==> config.mk <==
export PLATFORM = sky130hd
export DESIGN_NAME = humanlike_stopwatch
export DESIGN_NICKNAME = d
export VERILOG_FILES = /design/src/rtl/humanlike_stopwatch.sv
export SDC_FILE = /design/constraint.sdc
export NUM_CORES = 1
export LEC_CHECK = 0
export ABC_AREA = 1
export CAP_MARGIN = 15
export CORE_MARGIN = 2
export CORE_UTILIZATION = 56
export CTS_BUF_LIST = sky130_fd_sc_hd__clkbuf_4 sky130_fd_sc_hd__clkbuf_8
export DETAILED_ROUTE_END_ITERATION = 8
export GPL_ROUTABILITY_DRIVEN = 0
export HOLD_SLACK_MARGIN = 0.02
export PLACE_DENSITY_LB_ADDON = 0.12
export SYNTH_ARGS = -nofsm -noshare
export SYNTH_HDL_FRONTEND = slang
export SYNTH_SLANG_ARGS = --single-unit
==> constraint.sdc <==
create_clock -name clock -period 3.08 [get_ports clock]
set_input_delay 0.77 -clock clock [delete_from_list [all_inputs] [get_ports clock]]
set_output_delay 0.77 -clock clock [all_outputs]
set_load 0.005 [all_outputs]
==> src/rtl/humanlike_stopwatch.sv <==
// Stopwatch with h:m:s.ms fields, up/down counting, load/clear/lap and expiry on down-count to zero.
// A millisecond prescaler derived from CLK_HZ paces the time updates.
module humanlike_stopwatch #(
  parameter int unsigned CLK_HZ    = 50000000,
  parameter int unsigned HOURS_MOD = 24
) (
  input  logic        clock,
  input  logic        reset,
  input  logic        start,
  input  logic        stop,
  input  logic        clear,
  input  logic        dir,
  input  logic        load,
  input  logic [26:0] load_time,
  input  logic        lap,
  output logic [26:0] cur_time,
  output logic [26:0] lap_time,
  output logic        running,
  output logic        ms_tick,
  output logic        sec_tick,
  output logic        zero,
  output logic        load_err
);

  localparam int unsigned DIV = CLK_HZ / 1000;
  localparam int unsigned PW  = (DIV > 1) ? $clog2(DIV) : 1;
  localparam logic [PW-1:0] PRE_MAX = PW'(DIV - 1);
  localparam logic [4:0]    H_MAX   = 5'(HOURS_MOD - 1);
  localparam logic [5:0]    H_LIM   = 6'(HOURS_MOD);

  typedef enum logic [1:0] {
    STOPPED = 2'd0,
    RUNNING = 2'd1,
    EXPIRED = 2'd2
  } state_t;

  state_t        state_q, state_d;
  logic [PW-1:0] pre_q, pre_d;
  logic [26:0]   time_q, time_d, lap_q, lap_d;
  logic [26:0]   step_time;
  logic          step_wrap;
  logic          ms_d, sec_d, zero_d, err_d;
  logic          load_ok, time_is_zero;

  logic [4:0] h,  lh,  n_h;
  logic [5:0] m,  lm,  n_m;
  logic [5:0] s,  ls,  n_s;
  logic [9:0] ms, lms, n_ms;

  assign {h, m, s, ms}     = time_q;
  assign {lh, lm, ls, lms} = load_time;
  assign load_ok      = ({1'b0, lh} < H_LIM) && (lm <= 6'd59) && (ls <= 6'd59) && (lms <= 10'd999);
  assign time_is_zero = (time_q == '0);

  // One-millisecond step in the current direction with field carries/borrows.
  // The down path is only used when time is non-zero, so hours never underflow.
  always_comb begin
    n_h       = h;
    n_m       = m;
    n_s       = s;
    n_ms      = ms;
    step_wrap = 1'b0;
    if (!dir) begin
      if (ms == 10'd999) begin
        n_ms      = '0;
        step_wrap = 1'b1;
        if (s == 6'd59) begin
          n_s = '0;
          if (m == 6'd59) begin
            n_m = '0;
            n_h = (h == H_MAX) ? '0 : h + 5'd1;
          end else begin
            n_m = m + 6'd1;
          end
        end else begin
          n_s = s + 6'd1;
        end
      end else begin
        n_ms = ms + 10'd1;
      end
    end else begin
      if (ms == 10'd0) begin
        n_ms      = 10'd999;
        step_wrap = 1'b1;
        if (s == 6'd0) begin
          n_s = 6'd59;
          if (m == 6'd0) begin
            n_m = 6'd59;
            n_h = h - 5'd1;
          end else begin
            n_m = m - 6'd1;
          end
        end else begin
          n_s = s - 6'd1;
        end
      end else begin
        n_ms = ms - 10'd1;
      end
    end
    step_time = {n_h, n_m, n_s, n_ms};
  end

  always_comb begin
    state_d = state_q;
    pre_d   = pre_q;
    time_d  = time_q;
    lap_d   = lap ? time_q : lap_q;
    ms_d    = 1'b0;
    sec_d   = 1'b0;
    zero_d  = 1'b0;
    err_d   = 1'b0;
    if (clear) begin
      time_d = '0;
      pre_d  = '0;
      if (state_q == EXPIRED) state_d = STOPPED;
    end else if (load && load_ok) begin
      time_d = load_time;
      pre_d  = '0;
      if (state_q == EXPIRED) state_d = STOPPED;
    end else begin
      // A rejected load still outranks stop/start but does not pause counting.
      err_d = load;
      case (state_q)
        STOPPED: begin
          if (!load && !stop && start && !(dir && time_is_zero)) state_d = RUNNING;
        end
        RUNNING: begin
          if (!load && stop) begin
            state_d = STOPPED;
          end else if (pre_q == PRE_MAX) begin
            pre_d = '0;
            if (dir && time_is_zero) begin
              zero_d  = 1'b1;
              state_d = EXPIRED;
            end else begin
              time_d = step_time;
              ms_d   = 1'b1;
              sec_d  = step_wrap;
              if (dir && (step_time == '0)) begin
                zero_d  = 1'b1;
                state_d = EXPIRED;
              end
            end
          end else begin
            pre_d = pre_q + PW'(1);
          end
        end
        EXPIRED: ;
        default: state_d = STOPPED;
      endcase
    end
  end

  always_ff @(posedge clock or negedge reset) begin
    if (!reset) begin
      state_q  <= STOPPED;
      pre_q    <= '0;
      time_q   <= '0;
      lap_q    <= '0;
      running  <= 1'b0;
      ms_tick  <= 1'b0;
      sec_tick <= 1'b0;
      zero     <= 1'b0;
      load_err <= 1'b0;
    end else begin
      state_q  <= state_d;
      pre_q    <= pre_d;
      time_q   <= time_d;
      lap_q    <= lap_d;
      running  <= (state_d == RUNNING);
      ms_tick  <= ms_d;
      sec_tick <= sec_d;
      zero     <= zero_d;
      load_err <= err_d;
    end
  end

  assign cur_time = time_q;
  assign lap_time = lap_q;

endmodule

Yosys cells after proc, flatten, opt, wreduce, memory -nomap -nowiden

Cells that the tools add are included.

Register bits after elaboration: 77
Bits of input ports: 35
Output and inout bits: 59
Logic and storage cells: 122

$add $sub $neg: 9
Magnitude comparators: 4
Eq/ne operators: 10
Mux-type cells: 67
Reductions and logical operators: 23

Operator list:

| cell                    | count |
|---|---|
| $mux W27                | 6 |
| $mux W16                | 5 |
| $mux W6                 | 12 |
| $logic_not A27 Y1       | 2 |
| $mux W5                 | 8 |
| $mux W10                | 3 |
| $mux W1                 | 24 |
| $add A16 B1 Y16 const B | 1 |
| $eq A16 B16 Y1 const B  | 1 |
| $mux W2                 | 8 |
| $add A6 B1 Y6 const B   | 2 |
| $eq A6 B6 Y1 const B    | 2 |
| $le A6 B6 Y1 const B    | 2 |
| $logic_not A6 Y1        | 2 |
| $sub A6 B1 Y6 const B   | 2 |
| $add A10 B1 Y10 const B | 1 |
| $eq A10 B10 Y1 const B  | 1 |
| $le A10 B10 Y1 const B  | 1 |
| $logic_and A1 B1 Y1     | 10 |
| $logic_not A10 Y1       | 1 |
| $sub A10 B1 Y10 const B | 1 |
| $ne A3 B3 Y1 const B    | 2 |
| $pmux W2 S3             | 1 |
| $reduce_bool A3 Y1      | 2 |
| 10 further kinds        | 13 |

Logic depth before layout (Yosys ltp)

Word-level depth: 16
Gate-level depth with buffers: 20
Mapped depth without buffers: 20

Worst setup path before layout

No wires, ideal clock.

Kind: reg2reg
From: reg time_q[0], in the netlist cur_time[0]
To: reg running
Library setup time: 122 ps
Data arrival time: 2191 ps
Data required time: 2958 ps
Path slack: 767 ps
Stages on the path, launching flop included: 18
Path buffers: 1
Period minus slack after synthesis: 2313 ps
Cells stage by stage: dfrtp_1 clkinv_1 ha_1 nand3_1 nor2_4 buf_6 nand2_1 nand2_1 nor2_1 nand3_1 nor2_1 nand3_1 o21bai_2 nand2_1 nand2_1 nand2_1 nand2_1 a21oi_1

Word-level cells in the longest chain between the ends: 13
Elaborated cells on any way between the ends: 31
Those cells by class: add/sub: 2; eq/ne: 2; mux: 20; reduce/logical: 7

Ends and longest elaborated chain:

| element                                 | line | text |
|---|---|---|
| start: declaration                      | 39   | `logic [26:0] time_q, time_d, lap_q, lap_d;` |
| start signal: assignment                | 168  | `time_q <= time_d;` |
| $add A10 B1 Y10 (tied with other cells) | 79   | `n_ms = ms + 10'd1;` |
| $mux W10 (tied with other cells)        | 64   | `if (ms == 10'd999) begin` |
| $mux W10 (tied with other cells)        | 63   | `if (!dir) begin` |
| $logic_not A27 Y1                       | 139  | `if (dir && (step_time == '0)) begin` |
| $logic_and A1 B1 Y1                     | 139  |  |
| $mux W2                                 | 139  |  |
| $mux W2                                 | 132  | `if (dir && time_is_zero) begin` |
| $mux W2                                 | 130  | `end else if (pre_q == PRE_MAX) begin` |
| $mux W2                                 | 128  | `if (!load && stop) begin` |
| $pmux W2 S3 *                           | 123  | `case (state_q)` |
| $mux W2 *                               | 116  | `end else if (load && load_ok) begin` |
| $mux W2 *                               | 112  | `if (clear) begin` |
| $eq A2 B1 Y1 *                          | 170  | `running <= (state_d == RUNNING);` |
| end signal: assignment                  | 170  |  |
| end: declaration                        | 18   | `output logic running,` |

Every way passes the cells marked *; elsewhere a longest branch is shown, timed or not.
A chain may end at the register's enable or synchronous reset.

Final worst setup path

From: reg time_q[1], in the netlist cur_time[1]
To: reg running

Word-level cells in the longest chain between the ends: 13
Elaborated cells on any way between the ends: 31
Those cells by class: add/sub: 2; eq/ne: 2; mux: 20; reduce/logical: 7

Ends and longest elaborated chain:

| element                                 | line | text |
|---|---|---|
| $add A10 B1 Y10 (tied with other cells) | 79   |  |
| $mux W10 (tied with other cells)        | 64   |  |
| $mux W10 (tied with other cells)        | 63   |  |
| $logic_not A27 Y1                       | 139  |  |
| $logic_and A1 B1 Y1                     | 139  |  |
| $mux W2                                 | 139  |  |
| $mux W2                                 | 132  |  |
| $mux W2                                 | 130  |  |
| $mux W2                                 | 128  |  |
| $pmux W2 S3 *                           | 123  |  |
| $mux W2 *                               | 116  |  |
| $mux W2 *                               | 112  |  |
| named net state_d[1]                    | 37   | `state_t state_q, state_d;` |
| $eq A2 B1 Y1 *                          | 170  |  |

The timed path passes the listed nets; every way through them passes the cells marked *.

==> impl_metrics.py <==
metrics = {
    "setup_path": {
        "path_max_fanout": 8,
        "crit_path_start_kind": "flop",
        "arrival_ns": 3.10,
        "path_delay_family": "simple AND/OR/NAND/NOR gates",
        "critPathMostFrequentCell": "nand2_1",
        "path_cells": "inv_1, ha_1, inv_1, nor2_1, nand3_2, nand3_1, nand2_1, clkinv_1, nand2_1, nor2_1, nand2_1, nor2_1, nand3_1, o21bai_2, nand4_1, nand2_1, a21oi_1",
        "cp_slowest_cell": "dfrtp_1",
        "slowest_delay_ns": 0.45,
        "cp_data_required_time_ns": 3.34,
        "path_buf_inv": 3,
        "path_class": "reg -> reg",
        "crit_path_end_kind": "flop",
    },
    "cts": {
        "cts_tree": "built",
        "clock-sinks": 77,
        "hold_buffers": 0,
        "htree_num_levels": 3,
        "path_clk_slew_ns": 0.08,
        "clkLatencyLatePin_ns": 0.37,
        "cts_buffers": 9,
        "root_buffer": "clkbuf_8",
        "postCtsResizedCells": 0,
        "cts_setup_buffers": 0,
        "clk_path_buf_depth": 2,
    },
    "logic_synthesis": {
        "synth_nets": 852,
        "syn_avg_cell_area_um2": 7.00,
        "ys_seq_elements": 77,
        "yosysTopAreaCell": "dfrtp_1",
        "synthTopCellsByArea": "dfrtp_1, nand2_1, nand3_1, nor2_1, inv_1",
        "syn_area_um2": 5630,
        "yosysWarnings": 0,
        "ys_types": 43,
        "synth_flop_cell": "dfrtp_1",
        "ys_seq_area_frac": 0.342,
        "synth_edf_count": 0,
        "yosysTopAreaCellShare": 0.342,
        "async_flop_share": 1.00,
        "synth_common_cells": "nand2_1, nor2_1, nand3_1, dfrtp_1, inv_1",
        "post-synth-top-count-cell": "nand2_1",
        "synthCells": 805,
    },
    "routing": {
        "drt_iter0_markers": 624,
        "vias": 6096,
        "finalWirelength_mm": 16.7,
        "route.antenna.remaining_nets": 0,
        "wl_per_cell_um": 16.3,
        "vias_per_cell": 5.94,
        "dr.pass1.iters": 5,
        "drc": 0,
    },
    "run_status": {
        "status": "complete, no violations",
    },
    "sta": {
        "slew-limit-headroom": 0.369,
        "finalHoldViolations": 0,
        "setup_slack_ns": 0.244,
        "fmax_mhz": 353,
        "finalMaxSlewViolations": 0,
        "setup_tns_ns": 0,
        "setup-violations-final": 0,
        "finalCritPeriodShare": 0.921,
        "worst_pin_slew_ns": 0.946,
        "period_needed_ns": 2.84,
        "rsz0062_at_grt": "no",
        "skew_ns": 0.0129,
    },
    "placement": {
        "dp_slack_ns": 0.123,
        "place_inst": 1011,
        "port_buffers": 93,
        "dp_hpwl_mm": 12.1,
    },
    "floorplanning": {
        "die_area_um2": 10900,
        "core_area_um2": 9770,
        "io-pin-count": 94,
        "num_rows": 36,
        "start_util": 0.576,
        "fp.dieW_um": 104,
        "die_h_um": 104,
    },
    "global_routing": {
        "grt_max_degree": 78,
        "antenna_found_initial": 0,
        "gr-total-overflow": 0,
        "grt_pass1_vias": 5782,
        "grt_first_pass_wirelength_mm": 28.4,
        "grt.total_usage": 0.318,
    },
    "layout": {
        "nFillCells": 839,
        "diodes": 0,
        "nNetsFinal": 936,
        "drive_gt1_frac": 0.103,
        "layout.cells.non_filler": 1027,
        "fin_util": 0.704,
        "syn2layout_area_growth_pct": 22.1,
    },
    "power_and_ir_drop": {
        "p_leak_uw": 0.00307,
        "ir_drop_mv": 0.288,
        "pwr_density_cell_nw_per_um2": 499,
    },
    "hold_path": {
        "min_path_type": "reg -> reg",
    },
    "run": {
        "cap_violations": 0,
    },
}
[cell families (layout without fill, tap and decap cells)]
logic type,after synthesis,after routing,synth area share
xor gates and xnor gates,6,6,0.00933
adders and majority gates,12,12,0.0267
buffers and inverters,115,204,0.0900
muxes,3,3,0.00533
DFF,77,77,0.342
and+or+nand+nor,462,462,0.395
AOI/OAI and AO/OA,130,130,0.132
[power by group]
part	switching (µW)	total [µW]	internal, µW	leakage [µW]
Clock	412	845	433	0.000107
Sequential	164	1280	1120	0.000998
Combinational	761	1310	546	0.00196
[metrics by stage]
stage                     total power (µW)  hold WS [ns]  instance area (µm²)
after global placement                2540         0.502                 6660
after floorplan                       2070         0.474                 5630
final                                 3430         0.521                 6880
after global routing                  3650         0.565                 6880
after detailed placement              2570         0.511                 6660
after CTS                             3410         0.530                 6870
[cell type report]
type / instances / area, µm² / area share
inverter: 85 / 329 / 0.0478
tap: 133 / 166 / 0.0242
sequential: 77 / 1930 / 0.280
clock buffer: 12 / 159 / 0.0231
clock inverter: 4 / 55.1 / 0.00800
timing repair buffer: 103 / 1040 / 0.151
multi-input combinational: 613 / 3210 / 0.466
[cell usage in the layout (no fill, tap or decap), types with 3 or more instances in the layout]
cell type / instances
o211ai_1: 15
nor2_2: 6
clkinv_1: 4
o22ai_1: 13
clkdlybuf4s50_1: 91
nand3b_1: 3
inv_1: 66
nand2_2: 15
buf_4: 8
ha_1: 12
o21ai_0: 41
mux2i_1: 3
clkbuf_8: 11
nand4_1: 29
nand2_1: 174
a21oi_2: 3
dfrtp_1: 77
o21ai_1: 8
a21oi_1: 41
inv_2: 12
a31oi_1: 3
buf_12: 3
nand3_1: 88
nor2_4: 9
nor2_1: 95
nor4_1: 10
xor2_1: 4
nor3_1: 19
nand3_2: 5
nor2_8: 3
[state kept, by name, summed over array words and instances, names as in the netlist]
| signal | flops |
|---|---|
| running | 1 |
| zero | 1 |
| lap_time | 27 |
| state_q | 2 |
| load_err | 1 |
| pre_q | 16 |
| cur_time | 27 |
| ms_tick | 1 |
| sec_tick | 1 |
[worst paths after layout]
kind	from	end	slack, ns	cells past startpoint
hold reg to reg	pre_q[0]$_DFFE_PN0P_	pre_q[0]$_DFFE_PN0P_	0.52	1
hold / removal	pre_q[0]$_DFFE_PN0P_	pre_q[0]$_DFFE_PN0P_	0.52	1
max in group asynchronous	reset	cur_time[22]$_DFFE_PN0P_	1.93	1
setup / recovery	cur_time[1]$_DFFE_PN0P_	running$_DFF_PN0_	0.24	17
setup reg to reg	cur_time[1]$_DFFE_PN0P_	running$_DFF_PN0_	0.24	17
min in group asynchronous	reset	cur_time[11]$_DFFE_PN0P_	0.55	1
[per-layer routing]
metal | up-vias | track usage | routed length (µm)
li1 | 2868 | - | -
met1 | 2804 | 0.439 | 7120
met2 | 368 | 0.485 | 7540
met3 | 56 | 0.0489 | 1450
met4 | 0 | 0.156 | 595
met5 | - | 0 | 0
Power figures use the tool's default switching activity.
==> variant (same settings) <==
Re-encode `state_t` (3 states) as one-hot, 3 bits wide.
--- a/src/rtl/humanlike_stopwatch.sv
+++ b/src/rtl/humanlike_stopwatch.sv
@@ -30,6 +30,6 @@
 
-  typedef enum logic [1:0] {
-    STOPPED = 2'd0,
-    RUNNING = 2'd1,
-    EXPIRED = 2'd2
+  typedef enum logic [2:0] {
+    STOPPED = 3'b001,
+    RUNNING = 3'b010,
+    EXPIRED = 3'b100
   } state_t;
Behaviour: same outputs for any inputs over 4 cycles, from zero or initial values and one cycle with reset low; so few cycles prove little.
==> variant against the unedited design <==
  * Clock skew fell by 0.0046 ns
  * Clock power fell by 13%
  * Worst setup slack better by 0.018 ns
  * Area after synthesis is 1.4% lower
  * Critical path depth is 6 lower
  * Cell area rose by 0.62%
  * Wire length grew 3.4%
  * Total power fell by 1.7%
  * Combinational power is 3% higher
  * Register-to-register slack better by 0.07 ns
  * First-iteration DRC count up 2.2%
  * Critical path type is now in2reg
  * Sequential cell count is 1 higher
==> variant: results (changes against the unedited design) <==
Critical path
  – Worst Setup SP: load_time[3]
  – Critical Path Max Stage Delay: 0.44 ns
  – R2r startpoint: cur_time[0]$_DFFE_PN0P_
  – CP Max Fanout: 7 (-1)

Timing
  – Slew HR: 34.8% (-2.1 points)
  – Max Clock Skew: 0.00830 ns (-0.00460 ns)

Cells and area
  – Diode count: 0 (unchanged)
  – Final nets: 956 (+2.1%)

Placement
  – Cell Area, Placed: 6680 um2 (+0.26%)
  – Post-detail-place hpwl: 12900 um (+6.3%)

Route
  – WL met3: 1690 um (+17%)
  – Wl on met1: 6910 um (-2.9%)
  – First DRT Iteration DRCs: 638 (+2.2%)
  – Vias: 6235 (+2.3%)
  – DRT Pass-1 Iters: 6 (+1)
  – Top Metal Used: met5
  – WL per Instance: 16.5 um (+1.5%)

Global routing
  – Largest net degree at the start of global routing: 79 (+1.3%)
  – M1 GR Usage: 43.0% (-0.96 points)
  – Met2 usage: 52.6% (+4.0 points)
  – GRT Overall Usage: 32.6% (+0.79 points)
  – First-pass GRT wire length: 28500 um (+0.61%)
  – Antenna violations before repair: 1 (+1)

Synth
  – Post-synth top cells: 174 x nand2_1, 115 x nor2_1, 80 x nand3_1, 77 x dfrtp_1, 67 x inv_1
  – Synth top area cells: dfrtp_1 35%, nand2_1 12%, nor2_1 7.8%
  – Post-Synth Adder-Cell Area: 2.70% (+0.038 points)
  – Sequential share of the synthesized area: 35.2% (+0.96 points)
  – Synth Flop Type: dfrtp_1
  – Post-synthesis compound-gate area fraction: 13.2% (+0.029 points)
  – Multiplexer share of the synthesized area: 0.180% (-0.35 points)
  – Synth Area in XOR/XNOR: 0.473% (-0.46 points)
  – Synth cell types: 46 (+7.0%)
  – Synth Net Count: 856 (+0.47%)

Power and ir drop
  – Leakage Power: 3.18 nW (+3.7%)
  – Worst VDD drop: 0.000310 V (+7.6%)

Status
  – Status: complete, no violations

Clock tree
  – Post-CTS Setup Repair Bufs: 0 (unchanged)
==> variant: cell count changes after synthesis, sizes merged, moves of 4 or more <==
cell and delta:
nor4 -6, nand3 -8, o21ai -4, nor3b +4
buf -7, a21oi +4, nand4 -7, o22ai +4
nor2 +22, nor3 +6, o211ai -8
==> variant: cell type report <==
type	instances	area, um2
clock buffers	9	124
clock inverters	7	57.6
inverters	85	324
repair buffers	114	1110
fillers	803	2760
well taps	133	166
flip-flops and latches	78	1960
multi-input cells	621	3190
==> variant: path summary, 6_finish.rpt <==
path	slack, ns	endpoint	cells after the start
worst max-delay path	0.26	pre_q[7]$_DFFE_PN0P_	11
worst min-delay path	0.52	pre_q[0]$_DFFE_PN0P_	1
worst max register to register	0.31	running$_DFF_PN0_	21
worst min register to register	0.52	pre_q[0]$_DFFE_PN0P_	1
max in group asynchronous	1.82	cur_time[0]$_DFFE_PN0P_	1
min in group asynchronous	0.54	lap_time[7]$_DFFE_PN0P_	1
==> variant: power breakdown <==
| part | switching (mW) | internal (mW) | total (mW) | leakage (nW) |
|---|---|---|---|---|
| Combinational | 0.793 | 0.558 | 1.35 | 2.09 |
| Sequential | 0.151 | 1.13 | 1.29 | 1.01 |
| Clock | 0.433 | 0.304 | 0.737 | 0.0881 |
==> variant: per-stage QoR <==
| stage | instances | utilization (%) | setup TNS (ns) | worst slack (ns) |
|---|---|---|---|---|
| CTS | 1045 | 70.8 | 0 | 0.182 |
| global route | 1047 | 71.5 | 0 | 0.0172 |
| finish | 1047 | 71.5 | 0 | 0.262 |
| global placement | 1029 | 68.9 | -0.533 | -0.0951 |
| floorplan | 809 | - | 0 | 0.768 |
| detailed placement | 1029 | 68.9 | -1.33 | -0.158 |
